File: src/rtl/fmap_stream_reader.sv
// Feature-map reader: sync-read BRAM in raster order -> valid/ready pixel stream with sof/eol/eof.
// Optional zero border of PAD pixels around the frame when FMAP_PAD_EN is defined.

// fmap_fifo: generic first-word-fall-through FIFO.
// Latency: a pushed entry is visible at the head on the next cycle.
// Backpressure: none internally; caller must not push when full nor pop when empty.
module fmap_fifo #(
    parameter int WIDTH = 8,
    parameter int DEPTH = 2
) (
    input  logic                       clk,
    input  logic                       rst,
    input  logic                       push,
    input  logic [WIDTH-1:0]           push_dat,
    input  logic                       pop,
    output logic [WIDTH-1:0]           head_dat,
    output logic                       empty,
    output logic [$clog2(DEPTH+1)-1:0] count
);
    localparam int PW = (DEPTH > 1) ? $clog2(DEPTH) : 1;
    localparam int CW = $clog2(DEPTH + 1);

    logic [WIDTH-1:0] mem [DEPTH];
    logic [PW-1:0]    wr_ptr;
    logic [PW-1:0]    rd_ptr;

    function automatic logic [PW-1:0] ptr_next(input logic [PW-1:0] p);
        return (p == PW'(DEPTH - 1)) ? '0 : p + PW'(1);
    endfunction

    always_ff @(posedge clk or posedge rst) begin
        if (rst) begin
            for (int i = 0; i < DEPTH; i++) mem[i] <= '0;
            wr_ptr <= '0;
            rd_ptr <= '0;
            count  <= '0;
        end else begin
            if (push) begin
                mem[wr_ptr] <= push_dat;
                wr_ptr      <= ptr_next(wr_ptr);
            end
            if (pop) rd_ptr <= ptr_next(rd_ptr);
            count <= count + CW'(push) - CW'(pop);
        end
    end

    assign head_dat = mem[rd_ptr];
    assign empty    = (count == '0);
endmodule

// fmap_stream_reader: streams one IMG_W x IMG_H map (padded if FMAP_PAD_EN) from BRAM.
// Latency: start at cycle 0, mem_en at cycle 1, first px_valid at cycle 3; 1 pixel/cycle.
// Backpressure: px_ready low freezes the head; reads stop once 2 pixels are outstanding.
module fmap_stream_reader #(
    parameter int WIDTH  = 8,
    parameter int IMG_W  = 28,
    parameter int IMG_H  = 28,
    parameter int ADDR_W = 10,
    parameter int PAD    = 1
) (
    input  logic              clk,
    input  logic              rst,
    input  logic              start,
    output logic              busy,
    output logic              done,
    output logic              mem_en,
    output logic [ADDR_W-1:0] mem_addr,
    input  logic [WIDTH-1:0]  mem_data,
    output logic [WIDTH-1:0]  px_data,
    output logic              px_valid,
    input  logic              px_ready,
    output logic              px_sof,
    output logic              px_eol,
    output logic              px_eof
);
`ifdef FMAP_PAD_EN
    localparam int P = PAD;
`else
    // Without padding the border width has no effect.
    localparam int P = PAD * 0;
`endif
    localparam int OW = IMG_W + 2 * P;
    localparam int OH = IMG_H + 2 * P;
    localparam int CW = $clog2(OW);
    localparam int RW = $clog2(OH);
    localparam int FW = WIDTH + 3;
    localparam logic [CW-1:0] COL_LAST = CW'(OW - 1);
    localparam logic [RW-1:0] ROW_LAST = RW'(OH - 1);

    typedef enum logic [1:0] {IDLE, READ, DRAIN, DONE} state_t;
    state_t state, state_nxt;

    logic [RW-1:0]     row;
    logic [CW-1:0]     col;
    logic [ADDR_W-1:0] addr;
    logic              issue;
    logic              is_pad;
    logic              last_px;
    logic              pop;
    logic [2:0]        pending;

    logic              fl_vld;
    logic              fl_pad;
    logic              fl_sof;
    logic              fl_eol;
    logic              fl_eof;

    logic              fifo_empty;
    logic [1:0]        fifo_cnt;
    logic [FW-1:0]     fifo_in;
    logic [FW-1:0]     fifo_head;

`ifdef FMAP_PAD_EN
    assign is_pad = (row < RW'(P)) || (row >= RW'(P + IMG_H)) ||
                    (col < CW'(P)) || (col >= CW'(P + IMG_W));
`else
    assign is_pad = 1'b0;
`endif

    assign last_px  = (row == ROW_LAST) && (col == COL_LAST);
    assign px_valid = !fifo_empty;
    assign pop      = px_valid && px_ready;

    // Count FIFO entries plus the read in flight; a slot freed this cycle can be reused.
    assign pending  = {1'b0, fifo_cnt} + {2'b00, fl_vld};
    assign issue    = (state == READ) && (pending < (3'd2 + {2'b00, pop}));
    assign mem_en   = issue && !is_pad;
    assign mem_addr = addr;

    assign busy = (state == READ) || (state == DRAIN);
    assign done = (state == DONE);

    always_ff @(posedge clk or posedge rst) begin
        if (rst) state <= IDLE;
        else     state <= state_nxt;
    end

    always_comb begin
        state_nxt = state;
        case (state)
            IDLE:  if (start) state_nxt = READ;
            READ:  if (issue && last_px) state_nxt = DRAIN;
            DRAIN: if (!fl_vld && (fifo_empty || (fifo_cnt == 2'd1 && pop))) state_nxt = DONE;
            DONE:  state_nxt = IDLE;
            default: state_nxt = IDLE;
        endcase
    end

    always_ff @(posedge clk or posedge rst) begin
        if (rst) begin
            row  <= '0;
            col  <= '0;
            addr <= '0;
        end else if (state == IDLE && start) begin
            row  <= '0;
            col  <= '0;
            addr <= '0;
        end else if (issue) begin
            if (col == COL_LAST) begin
                col <= '0;
                row <= row + RW'(1);
            end else begin
                col <= col + CW'(1);
            end
            if (mem_en) addr <= addr + ADDR_W'(1);
        end
    end

    // Tags travel alongside the BRAM read so they meet the data it returns.
    always_ff @(posedge clk or posedge rst) begin
        if (rst) begin
            fl_vld <= 1'b0;
            fl_pad <= 1'b0;
            fl_sof <= 1'b0;
            fl_eol <= 1'b0;
            fl_eof <= 1'b0;
        end else begin
            fl_vld <= issue;
            fl_pad <= is_pad;
            fl_sof <= (row == '0) && (col == '0);
            fl_eol <= (col == COL_LAST);
            fl_eof <= last_px;
        end
    end

    assign fifo_in = {(fl_pad ? {WIDTH{1'b0}} : mem_data), fl_sof, fl_eol, fl_eof};

    fmap_fifo #(.WIDTH(FW), .DEPTH(2)) u_fifo (
        .clk      (clk),
        .rst      (rst),
        .push     (fl_vld),
        .push_dat (fifo_in),
        .pop      (pop),
        .head_dat (fifo_head),
        .empty    (fifo_empty),
        .count    (fifo_cnt)
    );

    assign {px_data, px_sof, px_eol, px_eof} = px_valid ? fifo_head : '0;
endmodule

File: config.mk
export PLATFORM = sky130hd
export DESIGN_NAME = fmap_stream_reader
export DESIGN_NICKNAME = d
export VERILOG_FILES = /design/src/rtl/fmap_stream_reader.sv
export SDC_FILE = /design/constraint.sdc
export NUM_CORES = 1
export LEC_CHECK = 0
export ABC_AREA = 0
export CAP_MARGIN = 20
export CORE_MARGIN = 2
export CORE_UTILIZATION = 35
export DETAILED_ROUTE_END_ITERATION = 16
export HOLD_SLACK_MARGIN = 0.1
export PLACE_DENSITY = 0.67
export REMOVE_ABC_BUFFERS = 1
export SYNTH_ARGS = -nofsm -noshare
export SYNTH_HDL_FRONTEND = slang
export SYNTH_HIERARCHICAL = 1
export SYNTH_SLANG_ARGS = --single-unit
File: constraint.sdc
create_clock -name clk -period 2.3 [get_ports clk]
set_input_delay 0.23 -clock clk [delete_from_list [all_inputs] [get_ports clk]]
set_output_delay 0.23 -clock clk [all_outputs]
set_load 0.02 [all_outputs]
# Word-level counts from Yosys, hierarchy flattened
# Cells that the tools add are included.
# Widths: inputs -> output; s select.
[op_classes]
n_addsub = 9
n_mul = 0
div = 0
order_cmp = 4
n_eq_ne = 9
n_shift = 0
mux = 21
bitwise = 2
reduce_logical = 21
[op_table]
columns = ["op", "count"]
rows = [
  ["$mux 11", 5],
  ["$mux 5", 6],
  ["$bwmux 22", 1],
  ["$mux 10", 2],
  ["$demux 11 s1", 1],
  ["$add 10x1->10 const B", 1],
  ["$add 5x1->5 const B", 2],
  ["$eq 5x5->1 const B", 2],
  ["$logic_not 5->1", 2],
  ["$logic_and 1x1->1", 9],
  ["$pmux 2 s4", 1],
  ["$mux 2", 3],
  ["$eq 2x1->1 const B", 2],
  ["$eq 2x2->1 const B", 2],
  ["$ge 2x2->1 const B", 2],
  ["$logic_not 2->1", 2],
  ["$ne 2x1->1 const B", 2],
  ["$not 1->2", 2],
  ["$reduce_bool 2->1", 2],
  ["$add 2x1->3", 1],
  ["$add 2x1->3 const A", 1],
  ["$lt 3x3->1", 1],
  ["$reduce_and 3->1", 1],
  ["$add 1x1->1 const B", 2],
  ["other kinds (8)", 11],
]
[totals]
regBits = 52
latch_bits = 0
ram_bits = 0
mem_bits_ro = 0
input_bits = 12
output_inout_bits = 25
mem_count = 0

# Depth between registers and ports, before layout
# Gate-level depths: netlist (run 1).
[logic_depth]
word_depth = 9
depth_mapped = 8

# Cells and area by module
# The synthesis (run 1) kept the hierarchy.
[modules_own_cells]
columns = ["mod", "n_inst", "cells_each", "area_per_inst_um2", "seq_area_each_um2"]
rows = [
  ["fmap_stream_reader", 1, 163, 1605.3, 650.6],
  ["fmap_fifo", 1, 74, 1184.9, 650.6],
]

# Worst setup path before layout (run 1)
# OpenSTA, ideal clock, no wires.
[synth_timing]
kind = "reg2reg"
from = "reg fl_vld"
to = "reg state[1]"
arrival_time_ns = 1.978
slack_ns = 0.197
path_stages_with_launch = 6
path_buffers = 0
synth_period_minus_slack_ns = 2.103
cell_sequence = "dfrtp_1 > ha_1 > or3b_4 > a2111oi_4 > o211ai_2 > mux2_4"
[synth_between]
elab_chain_len = 6
word_cells_on_any_way = 9
classes_between = "add/sub (1); order compare (1); eq/ne (2); reduce/logical (5)"
[synth_lines]
columns = ["item", "line_no", "rtl"]
rows = [
  ["start: declaration", "102", "logic fl_vld;"],
  ["start signal: assignment", "178", "fl_vld <= issue;"],
  ["$add 2x1->3", "125", "assign pending = {1'b0, fifo_cnt} + {2'b00, fl_vld};"],
  ["$lt 3x3->1", "126", "assign issue = (state == READ) && (pending < (3'd2 + {2'b00, pop}));"],
  ["$logic_and 1x1->1", "126", ""],
  ["$logic_and 1x1->1", "142", "READ: if (issue && last_px) state_nxt = DRAIN;"],
  ["$ne 2x1->1 (no line)", "-", ""],
  ["$reduce_and 3->1 (no line) *", "-", ""],
  ["end signal: assignment", "135", "else state <= state_nxt;"],
  ["end: declaration", "91", "state_t state, state_nxt;"],
]
# Mark *: on every way between the ends. The rest lies on a longest branch, timed or not.
# A chain may end at the register's enable or synchronous reset.

# Final worst setup path (run 1)
[layout_timing]
from = "reg u_fifo.count[1]"
to = "out px_eof"
[layout_between]
elab_chain_len = 2
[layout_lines]
columns = ["item", "line_no", "rtl"]
rows = [
  ["start: declaration", "18", "output logic [$clog2(DEPTH+1)-1:0] count"],
  ["start signal: assignment", "43", "count <= count + CW'(push) - CW'(pop);"],
  ["$logic_not 2->1", "48", "assign empty = (count == '0);"],
  ["via fifo_empty", "108", "logic fifo_empty;"],
  ["$mux 11", "199", "assign {px_data, px_sof, px_eol, px_eof} = px_valid ? fifo_head : '0;"],
  ["end: declaration", "74", "output logic px_eof"],
]
# The timed path passes the listed nets, and every way through them passes these cells.

==> metrics.txt, run 1 <==
result of the run=complete, no violations; fin crit share=94.7%; Worst setup EP type=output pin; slew margin rel.=70.8%; Final Util=44.4%; clock root buffer master=clkbuf_8; post-route design area=3430 um2; Pleak=1.51 nW; number of cells in the finished layout apart from fillers=385; ys async rst share=100%; Final Hold Vio Count=0; clock tree skew after final layout=around 3.8 ps; setup bufs post-CTS=0; Warnings, synthesis=6; core area=between 7000 and 8000 um2; clock latency of the later-clocked register in the worst-skew pair=300 ps; main combinational cell family by area after synthesis=multiplexers; number of antenna cells inserted=0; syn avg cell area=11.8 um2; WL/cell=14.1 um; Detail Placement HPWL=3820 um; Clk pin slew, worst setup/hold paths=around 100 ps; area taken by multi-input logic gates=1390 um2; number of filler cells placed in the layout=726; routed wire length=5440 um; count of pins over their slew limit=0; share of cells above drive strength 1=23.3%; cell chain of the critical path=nor2_2 -> buf_4 -> and2b_1 -> clkdlybuf4s50_1; Crit path arrival time=1950 ps; TritonCTS clock tree=yes; slowest library cell on the worst path=clkdlybuf4s50_1; largest net degree at the start of global routing=27; synthesized-area fraction occupied by ao, oa, aoi and oai cells=9.37%; switching power share of the total=37.9%; total power density per cell area=1300 nW/um2; measured slew at the worst slew-check pin=437 ps; buffer levels on the longest clock path=2; count of flip-flops with a built-in enable after synthesis=0; residual overflow from global routing=0; multiplexer share of the synthesized area=15.9%; critical path required time=around 2100 ps; sequential share of power=33.6%; Max Fanout on Critical Path=13; register area share after synthesis=46.6%; Power Internal=2.77 mW; count of state elements after synthesis=52; weighted congestion reported at the end of routability-driven placement=around 0.74; dpl cells=~380; area taken by flip-flops and latches=approximately 1300 um2; simple-gate area share of the yosys netlist=14.3%; post-route setup TNS=0 ps; Post-Place Worst Slack=188 ps; clock network fraction of design power=14.3%; critical path class=register to output pin; overall power after layout=4.45 mW; Placement Cell Area=3300 um2; first-pass GRT wire length=9290 um; Port Buf Inserts=36; drt pass-1 iters=4; Overall Global Routing Usage=13.3%; peak ir drop on the vdd network=606 uV; biggest cell delay along the critical path=530 ps; post-synthesis share of cell area spent on xor and xnor gates=approximately 3.1%; Final setup viols=0; Gates resized, CTS repair=5; number of antenna-violating nets in the routed design=0; number of antenna violations at the first check in global routing=0; maximum level of the CTS H-tree=2; Initial Utilization=36.1%; via count of the routed design=1892; signed area change from the synthesized netlist to the final layout=23.0%; final worst setup slack=123 ps; RSZ-0062 raised after global routing=no; via count of the first global-routing pass=1913; count of pins on the block boundary=37; P_sw=between 1.5 and 2 mW; number of remaining DRC errors=0; nets=308; Iter 0 DRT Violations=just over 70; Hold/Removal Path Class=input pin to asynchronous set/reset pin; number of buffers inserted during clock tree synthesis=5; crit path launch type=register; top_reg_cell synth=dfrtp_1; vias per inst=4.91; CP Buf/Inv Count=2; die width=about 93 um; instance count of the mapped netlist=237; maximum frequency from static timing analysis=0.459 GHz; cell area after synthesis=2790 um2; max-cap check violation count=0; post-synthesis adder-cell area fraction=6.28%; overall die area=8700 um2; Die H=93.3 um; cell class contributing the biggest share of worst-path delay=buffers and inverters; distinct cell type count of the synthesized netlist=47; num rows=32; combinational cell fraction of total power=52.1%; CTS hold repair buffers=0; number of sinks handled by clock tree synthesis=52; post-layout minimum cycle time=2180 ps; final worst hold slack=295 ps
-- placed cells by master, fill, tap and decap left out, drive strengths merged, types with 10 or more instances in the layout --
cell	netlist	layout
clkdlybuf4s50	0	35
a21oi	11	11
nor2b	12	12
buf	4	10
mux2	34	34
inv	19	20
nor2	13	13
nand2	13	13
dfrtp	52	52
ha	14	14
-- power by group through the flow --
stage / registers [mW] / logic, mW / clock network (mW)
after global placement: 1.49 / 2.26 / 0
after global routing: 1.54 / 2.53 / 0.701
final: 1.50 / 2.32 / 0.637
after CTS: 1.49 / 2.34 / 0.664
after detailed placement: 1.51 / 2.30 / 0
after floorplan: 1.48 / 1.50 / 0
-- final cells by class --
type | count | area share (%)
Clock inverter | 2 | 1.13
Tap cell | 102 | 3.72
Inverter | 19 | 2.08
Timing Repair Buffer | 46 | 12.7
Sequential cell | 52 | 38.0
Clock buffer | 6 | 2.11
Multi-Input combinational cell | 158 | 40.4
-- flip-flops by register name (all words and copies together) (netlist names) --
name           cells
fl_vld             1
mem_addr          10
u_fifo/count       2
u_fifo/wr_ptr      1
state              2
fl_eol             1
fl_sof             1
u_fifo/rd_ptr      1
u_fifo/mem        22
fl_eof             1
row                5
col                5
-- cell usage after synthesis, drive strengths merged, types with 3 or more instances --
library cell | count | share of area [%]
a21oi | 11 | 2.0
xor2 | 4 | 1.3
xnor2 | 6 | 1.9
o31ai | 3 | 0.81
o211ai | 3 | 1.2
clkbuf | 4 | 0.90
nand2 | 13 | 1.8
ha | 14 | 6.3
nor2b | 12 | 3.0
o21ai | 3 | 0.67
or4 | 4 | 1.1
mux2 | 34 | 15
inv | 19 | 2.6
nor2 | 13 | 1.7
nand4 | 3 | 0.67
nand2b | 3 | 0.67
nand3 | 3 | 0.54
buf | 4 | 0.94
dfrtp | 52 | 47
a31o | 3 | 0.94
and2 | 3 | 0.67
-- worst paths after layout --
path                                       from              to  slack, ps  cells after the start
worst min-delay path                        rst  u_fifo/mem[16]        300                      3
worst max register to register  u_fifo/count[0]        state[1]        170                      5
worst min register to register   u_fifo/mem[12]  u_fifo/mem[12]        510                      1
worst max-delay path            u_fifo/count[1]          px_eof        120                      4
max in group asynchronous                   rst   u_fifo/rd_ptr       1730                      3
min in group clk                 u_fifo/mem[12]  u_fifo/mem[12]        510                      1
-- cells by family after synthesis --
logic type                 after synthesis
AOI/OAI and AO/OA                       31
xor gates and xnor gates                10
adders and majority gates               14
buffers and inverters                   27
DFF                                     52
muxes                                   36
and+or+nand+nor                         67
-- layer usage --
metal / part of all wire [%] / GRT usage [%]
met1: 49 / 19.0
met2: 46 / 21.0
met3: 4.1 / 2.66
met4: 0.35 / 2.57
met5: 0 / 0
-- worst min-delay path, cell delays in order --
cell	delay, ps
clkdlybuf4s50_1	410
inv_1	60
buf_4	310
Note: power is estimated with default switching activity, not from simulation.
==> run 2: changes to the inputs <==
--- a/config.mk
+++ b/config.mk
@@ -6,6 +6,7 @@
 export NUM_CORES = 1
 export LEC_CHECK = 0
 export ABC_AREA = 0
+export ABC_CLOCK_PERIOD_IN_PS = 2300
 export CAP_MARGIN = 20
 export CORE_MARGIN = 2
 export CORE_UTILIZATION = 35
==> results of run 2 <==
Same layout as run 1: the final DEF is identical, and so are final timing and power.
